[src/rtl/sa_xaddr_arbiter_pkg.sv]
// Shared constants for the slave-side address-channel arbiter:
// FSM encodings, round-robin index stepping and slave-side ID construction.
package sa_xaddr_arbiter_pkg;

  localparam logic [0:0] ST_IDLE = 1'b0;
  localparam logic [0:0] ST_SEND = 1'b1;

  // Index reached by stepping 'off' places past 'base' among 'n' requesters.
  function automatic int wrap_add(input int base, input int off, input int n);
    return (base + off) % n;
  endfunction

  // Slave-side ID is {master index, master-side ID}; the caller truncates to its width.
  function automatic logic [63:0] slv_id(input logic [31:0] idx, input logic [31:0] id,
                                         input int id_w);
    return (64'(idx) << id_w) | 64'(id);
  endfunction

endpackage

[src/rtl/sa_xaddr_arbiter_fifo.sv]
// Generic synchronous FIFO with first-word-fall-through head and occupancy count.
module fifo #(
  parameter int DATA_WIDTH = 8,
  parameter int DEPTH      = 8,
  parameter int CNT_W      = $clog2(DEPTH) + 1
) (
  input  logic                  clk,
  input  logic                  rst,
  input  logic                  wr_en,
  input  logic [DATA_WIDTH-1:0] wr_data,
  input  logic                  rd_en,
  output logic [DATA_WIDTH-1:0] rd_data,
  output logic                  empty,
  output logic                  full,
  output logic [CNT_W-1:0]      count
);

  localparam int PTR_W = (DEPTH > 1) ? $clog2(DEPTH) : 1;

  logic [DATA_WIDTH-1:0] mem [DEPTH];
  logic [PTR_W-1:0]      wr_ptr;
  logic [PTR_W-1:0]      rd_ptr;
  logic                  push;
  logic                  pop;

  // Pointers wrap explicitly so non-power-of-2 depths work.
  function automatic logic [PTR_W-1:0] ptr_next(input logic [PTR_W-1:0] p);
    return (p == PTR_W'(DEPTH - 1)) ? '0 : p + PTR_W'(1);
  endfunction

  assign push    = wr_en && !full;
  assign pop     = rd_en && !empty;
  assign empty   = (count == CNT_W'(0));
  assign full    = (count == CNT_W'(DEPTH));
  assign rd_data = mem[rd_ptr];

  always_ff @(posedge clk) begin
    if (rst) begin
      wr_ptr <= '0;
      rd_ptr <= '0;
      count  <= '0;
      for (int i = 0; i < DEPTH; i++) mem[i] <= '0;
    end else begin
      if (push) begin
        mem[wr_ptr] <= wr_data;
        wr_ptr      <= ptr_next(wr_ptr);
      end
      if (pop) rd_ptr <= ptr_next(rd_ptr);
      case ({push, pop})
        2'b10:   count <= count + CNT_W'(1);
        2'b01:   count <= count - CNT_W'(1);
        default: count <= count;
      endcase
    end
  end

endmodule

[src/rtl/sa_xaddr_arbiter_rr_arbiter.sv]
// Combinational round-robin picker: first request strictly after ptr, wrapping.
module rr_arbiter
  import sa_xaddr_arbiter_pkg::*;
#(
  parameter int REQ_AMT = 2,
  parameter int IDX_W   = 1
) (
  input  logic [REQ_AMT-1:0] req,
  input  logic [IDX_W-1:0]   ptr,
  output logic [REQ_AMT-1:0] grant,
  output logic [IDX_W-1:0]   idx,
  output logic               found
);

  logic [IDX_W-1:0] cand;

  // Scan ptr+1 .. ptr+REQ_AMT so the last winner has lowest priority.
  always_comb begin
    grant = '0;
    idx   = '0;
    found = 1'b0;
    cand  = '0;
    for (int k = 1; k <= REQ_AMT; k++) begin
      cand = IDX_W'(wrap_add(int'(ptr), k, REQ_AMT));
      if (!found && req[cand]) begin
        found       = 1'b1;
        idx         = cand;
        grant[cand] = 1'b1;
      end else begin
        found = found;
      end
    end
  end

endmodule

[src/rtl/sa_xaddr_arbiter.sv]
// Slave-side AW/AR arbiter: round-robin among master dispatchers, registered
// request toward the slave, and an order FIFO of {master, AxLEN} for data routing.
module sa_xaddr_arbiter
  import sa_xaddr_arbiter_pkg::*;
#(
  parameter int MST_AMT           = 2,
  parameter int OUTSTANDING_AMT   = 8,
  parameter int OUTST_CTN_W       = $clog2(OUTSTANDING_AMT) + 1,
  parameter int MST_ID_W          = (MST_AMT > 1) ? $clog2(MST_AMT) : 1,
  parameter int ADDR_WIDTH        = 32,
  parameter int TRANS_MST_ID_W    = 5,
  parameter int TRANS_SLV_ID_W    = TRANS_MST_ID_W + MST_ID_W,
  parameter int TRANS_BURST_W     = 2,
  parameter int TRANS_DATA_LEN_W  = 3,
  parameter int TRANS_DATA_SIZE_W = 3
) (
  input  logic                                   ACLK_i,
  input  logic                                   ARESET_i,
  input  logic [TRANS_MST_ID_W*MST_AMT-1:0]      dsp_AxID_i,
  input  logic [ADDR_WIDTH*MST_AMT-1:0]          dsp_AxADDR_i,
  input  logic [TRANS_BURST_W*MST_AMT-1:0]       dsp_AxBURST_i,
  input  logic [TRANS_DATA_LEN_W*MST_AMT-1:0]    dsp_AxLEN_i,
  input  logic [TRANS_DATA_SIZE_W*MST_AMT-1:0]   dsp_AxSIZE_i,
  input  logic [MST_AMT-1:0]                     dsp_AxVALID_i,
  output logic [MST_AMT-1:0]                     dsp_AxREADY_o,
  output logic [TRANS_SLV_ID_W-1:0]              s_AxID_o,
  output logic [ADDR_WIDTH-1:0]                  s_AxADDR_o,
  output logic [TRANS_BURST_W-1:0]               s_AxBURST_o,
  output logic [TRANS_DATA_LEN_W-1:0]            s_AxLEN_o,
  output logic [TRANS_DATA_SIZE_W-1:0]           s_AxSIZE_o,
  output logic                                   s_AxVALID_o,
  input  logic                                   s_AxREADY_i,
  output logic [MST_ID_W-1:0]                    ord_mst_id_o,
  output logic [TRANS_DATA_LEN_W-1:0]            ord_len_o,
  output logic                                   ord_empty_o,
  input  logic                                   ord_pop_i,
  output logic [OUTST_CTN_W-1:0]                 outst_ctn_o
);

  logic [0:0]                          state;
  logic [MST_ID_W-1:0]                 rr_ptr;
  logic [MST_ID_W-1:0]                 win_idx;
  logic [MST_AMT-1:0]                  grant;
  logic                                found;
  logic                                ord_full;
  logic                                accept;
  logic [TRANS_MST_ID_W-1:0]           win_id;
  logic [ADDR_WIDTH-1:0]               win_addr;
  logic [TRANS_BURST_W-1:0]            win_burst;
  logic [TRANS_DATA_LEN_W-1:0]         win_len;
  logic [TRANS_DATA_SIZE_W-1:0]        win_size;
  logic [MST_ID_W+TRANS_DATA_LEN_W-1:0] ord_head;

  rr_arbiter #(
    .REQ_AMT (MST_AMT),
    .IDX_W   (MST_ID_W)
  ) u_rr (
    .req   (dsp_AxVALID_i),
    .ptr   (rr_ptr),
    .grant (grant),
    .idx   (win_idx),
    .found (found)
  );

  // Ready depends only on local state and occupancy, never on s_AxREADY_i.
  assign accept        = (state == ST_IDLE) && found && !ord_full;
  assign dsp_AxREADY_o = accept ? grant : '0;

  assign win_id    = dsp_AxID_i[int'(win_idx)*TRANS_MST_ID_W +: TRANS_MST_ID_W];
  assign win_addr  = dsp_AxADDR_i[int'(win_idx)*ADDR_WIDTH +: ADDR_WIDTH];
  assign win_burst = dsp_AxBURST_i[int'(win_idx)*TRANS_BURST_W +: TRANS_BURST_W];
  assign win_len   = dsp_AxLEN_i[int'(win_idx)*TRANS_DATA_LEN_W +: TRANS_DATA_LEN_W];
  assign win_size  = dsp_AxSIZE_i[int'(win_idx)*TRANS_DATA_SIZE_W +: TRANS_DATA_SIZE_W];

  fifo #(
    .DATA_WIDTH (MST_ID_W + TRANS_DATA_LEN_W),
    .DEPTH      (OUTSTANDING_AMT),
    .CNT_W      (OUTST_CTN_W)
  ) u_ord (
    .clk     (ACLK_i),
    .rst     (ARESET_i),
    .wr_en   (accept),
    .wr_data ({win_idx, win_len}),
    .rd_en   (ord_pop_i),
    .rd_data (ord_head),
    .empty   (ord_empty_o),
    .full    (ord_full),
    .count   (outst_ctn_o)
  );

  assign ord_mst_id_o = ord_head[TRANS_DATA_LEN_W +: MST_ID_W];
  assign ord_len_o    = ord_head[TRANS_DATA_LEN_W-1:0];

  // Request register and IDLE/SEND control; reset discards any in-flight request.
  always_ff @(posedge ACLK_i) begin
    if (ARESET_i) begin
      state       <= ST_IDLE;
      rr_ptr      <= MST_ID_W'(MST_AMT - 1);
      s_AxID_o    <= '0;
      s_AxADDR_o  <= '0;
      s_AxBURST_o <= '0;
      s_AxLEN_o   <= '0;
      s_AxSIZE_o  <= '0;
      s_AxVALID_o <= 1'b0;
    end else begin
      case (state)
        ST_IDLE: begin
          if (accept) begin
            s_AxID_o    <= TRANS_SLV_ID_W'(slv_id(32'(win_idx), 32'(win_id), TRANS_MST_ID_W));
            s_AxADDR_o  <= win_addr;
            s_AxBURST_o <= win_burst;
            s_AxLEN_o   <= win_len;
            s_AxSIZE_o  <= win_size;
            s_AxVALID_o <= 1'b1;
            rr_ptr      <= win_idx;
            state       <= ST_SEND;
          end
        end
        ST_SEND: begin
          if (s_AxREADY_i) begin
            s_AxVALID_o <= 1'b0;
            state       <= ST_IDLE;
          end
        end
        default: begin
          s_AxVALID_o <= 1'b0;
          state       <= ST_IDLE;
        end
      endcase
    end
  end

endmodule

[config.mk]
export PLATFORM = sky130hd
export DESIGN_NAME = sa_xaddr_arbiter
export DESIGN_NICKNAME = d
export VERILOG_FILES = /design/src/rtl/sa_xaddr_arbiter_pkg.sv /design/src/rtl/sa_xaddr_arbiter_fifo.sv /design/src/rtl/sa_xaddr_arbiter_rr_arbiter.sv /design/src/rtl/sa_xaddr_arbiter.sv
export SDC_FILE = /design/constraint.sdc
export NUM_CORES = 1
export LEC_CHECK = 0
export CORE_MARGIN = 1
export CORE_UTILIZATION = 45
export CTS_CLUSTER_DIAMETER = 120
export DETAILED_ROUTE_END_ITERATION = 6
export PLACE_DENSITY = 0.8
export SYNTH_ARGS = -nofsm -noshare
export SYNTH_HDL_FRONTEND = slang
export SYNTH_SLANG_ARGS = --single-unit
[constraint.sdc]
create_clock -name ACLK_i -period 4.1 [get_ports ACLK_i]
set_clock_uncertainty 0.2 [all_clocks]
set_input_delay 1.23 -clock ACLK_i [delete_from_list [all_inputs] [get_ports ACLK_i]]
set_output_delay 1.23 -clock ACLK_i [all_outputs]
set_load 0.01 [all_outputs]
==> impl_metrics.toml <==
[synth]
synthSimpleGateAreaFrac_pct = 13.30
synth_edf_count = 32
synth_top_family_by_area = "multiplexers"
synthAdderAreaFrac_pct = 2.470
synth_top_area_share_pct = 28.49
synth.distinct_cells = 41
synth_xor_xnor_area_share_pct = 0.4021
synthMuxAreaShare_pct = 15.51
ys_seq_elements = 94
synth.top_cells.by_area = "dfxtp_1 (28%), edfxtp_1 (22%), mux2i_1 (10%), nor2_1 (7.7%), a211oi_2 (5.7%)"
synth_top_area_cell = "dfxtp_1"
synth-compound-area-share_pct = 14.24
yosysWarnings = 0
seq_area_frac_synth_pct = 50.55
syn_area_um2 = 4357
synthFlopType = "dfxtp_1"
avgSynthCellArea_um2 = 10.92
synthArstFlopShare_pct = 0
synth_cells = 399
synth_fp_nets = 503

[layout]
multiInputGateArea_um2 = 2014
fillerInstances = 765
syn_to_final_growth_pct = 42.22
final_core_util_pct = 66.43
layout_commonest_cell = "clkdlybuf4s50_1"
fin_area_um2 = 6196
n_antenna_cell = 0
num-nets-final = 649
ff_latch_area_um2 = 2202
final_cells = 679
drive_above_1_share_pct = 12.36
layout_common_cells = "clkdlybuf4s50_1 (150), nor2_1 (89), dfxtp_1 (62)"

[critical_path]
r2r_end = "u_ord.count[3]$_SDFFE_PP0P_"
cp_top_family = "buffers and inverters"
cp_data_arrival_time_ns = 2.58
cpMaxStageDelayCell = "clkdlybuf4s50_1"
max_stage_delay_ns = 0.48
crit_end = "dsp_AxREADY_o[1]"
startpoint = "dsp_AxVALID_i[0]"
path_depth = 5
cp_max_fo = 4
start_kind = "input pin"
crit_chain = "clkdlybuf4s50_1, buf_4, a21boi_4, nor3b_4, clkdlybuf4s15_1"
worstRegToRegCells = 8
cp.required_ns = 2.67
r2r_setup_slack_ns = 0.89
worstReg2RegStart = "u_ord.count[0]$_SDFFE_PP0P_"
path_buf_inv = 3
end_kind = "output pin"
path_class = "input pin to output pin"

[hold_path]
min_path_type = "register to register"
worstHoldStart = "u_ord.rd_ptr[1]$_SDFFE_PP0N_"

[die]
die_x_um = 100.4
start_util_pct = 46.71
fp-row-count = 35
io_pins = 154
die_h_um = 100.4
die-area_um2 = 10080
core_area_um2 = 9328

[global_routing]
grt_pass1_wl_mm = 16.62
grt.overflow.total = 0
grt_max_degree = 97
grtUsageTotal_pct = 21.27
grt_pass1_vias = 3379
antenna_found_initial = 0

[timing]
setup_violations = 0
rsz0062_at_grt = "no"
finalSetupTns_ns = 0
fmax_ghz = 0.2495
worst_pin_slew_ns = 1.021
hold_violations = 0
slew_violations = 0
fin_crit_sh_pct = 97.76
relSlewSlack_pct = 31.94
final.min_clock_period_ns = 4.008

[cts]
cts.sinks = 94
worst_skew_pair.late_latency_ns = 0.34
clkTransAtPathRegs_ns = 0.09
clockRootBuffer = "clkbuf_8"
cts_tree = "built"
cts_inserted_buffers = 9
cts_max_path_buffers = 2
htreeDepth = 3

[detailed_routing]
drc = 0
dr_total_vias = 3543
drtPass1Iterations = 4
vias_per_cell = 5.218
wire_per_inst_um = 15.65
drtAntennaViolNets = 0
drt_wl_total_mm = 10.63
drt_iter0_drc = 172

[placement]
dpl.hpwl_mm = 7.832
post-place-cells = 663
gp_congestion = 0.7947
place_area_um2 = 6007
port_buffers = 153

[outcome]
status = "completed"

[job]
cap_viol_max_count = 0

[pwr]
irDropWorstVdd_mv = 0.2203
power_density_nw_per_um2 = 471.8
p_leak_uw = 0.002324
p_total_uw = 2923
registers in the layout, summed over array words and instances, names as in the netlist, 2 cells and up, named ones only:
signal,cells
s_AxID_o,6
u_ord.count,4
s_AxBURST_o,2
s_AxLEN_o,3
u_ord.wr_ptr,3
s_AxSIZE_o,3
u_ord.rd_ptr,3
u_ord.mem,32
s_AxADDR_o,32
cell type report:
class | instances | area share (%)
clock inverters | 5 | 0.5048
flip-flops and latches | 94 | 35.54
clock buffers | 11 | 2.464
inverters | 5 | 0.3029
repair buffers | 165 | 26.07
multi-input cells | 270 | 32.51
well taps | 129 | 2.605
cell usage after synthesis, types with 3 or more instances:
cell type  instances
nor2_1            89
dfxtp_1           62
mux2i_1           45
edfxtp_1          32
a211oi_1          25
a211oi_2          20
nand2_1           19
clkbuf_1          17
a21oi_1           14
buf_2              9
mux4_2             8
ha_1               7
a31o_2             4
inv_1              4
mux2_2             4
nand3_1            4
a21o_1             3
nand2b_1           3
nor2b_1            3
nor3_1             3
worst register-to-register path, stage by stage (launching register included):
cell,delay (ns)
dfxtp_1,0.41
o41ai_1,0.77
inv_1,0.20
ha_1,0.28
ha_1,0.33
a21oi_1,0.22
a21oi_1,0.12
or4_1,0.47
a21oi_1,0.14
worst min path at each step:
stage | to | slack [ns] | cells past startpoint
after floorplan | register | 0.25 | 2
after global placement | s_AxVALID_o$_SDFFE_PP0P_ | 0.26 | 2
after detailed placement | s_AxVALID_o$_SDFFE_PP0P_ | 0.27 | 2
after CTS | u_ord.rd_ptr[1]$_SDFFE_PP0N_ | 0.29 | 2
after global routing | s_AxVALID_o$_SDFFE_PP0P_ | 0.32 | 2
final | u_ord.rd_ptr[1]$_SDFFE_PP0N_ | 0.29 | 2
where the power goes:
part           total [µW]  internal, µW  leakage (µW)  switching (µW)
Combinational        1080           582       0.00139             503
Sequential           1260          1120      0.000847             141
Clock                 577           256     0.0000924             320
Total                2920          1960       0.00232             964
logic make-up after synthesis:
group | Yosys count
adder cells (fa/ha/maj) | 8
AND/OR/NAND/NOR | 131
multiplexers | 57
XOR/XNOR | 2
flip-flops | 94
buffers and inverters | 35
AO/OA/AOI/OAI | 72
layer usage:
| metal | GRT usage [%] | vias to the layer above | routed length, µm |
|---|---|---|---|
| met5 | 0 | - | 0 |
| met4 | 6.243 | 0 | 146 |
| met3 | 4.318 | 11 | 539 |
| met2 | 37.46 | 114 | 5533 |
| met1 | 26.30 | 1680 | 4407 |
| li1 | - | 1738 | - |
metrics by stage:
step                      hold WS [ns]  worst slack (ns)
after global placement          0.2610           -0.1268
after detailed placement        0.2674           -0.2016
after global routing            0.3169           0.01482
after CTS                       0.2943           0.07319
after floorplan                 0.2541            0.7339
final                           0.2865           0.09170
timing repair:
| item | 4_1_cts | 5_1_grt |
|---|---|---|
| setup buffers | 0 | 0 |
| endpoints found under the setup margin | 2 | 1 |
| endpoints found under the hold margin | 0 | 0 |
| hold buffers | 0 | 0 |
| resized for setup | 2 | 2 |
No activity file was read; power rests on OpenSTA's default activity.
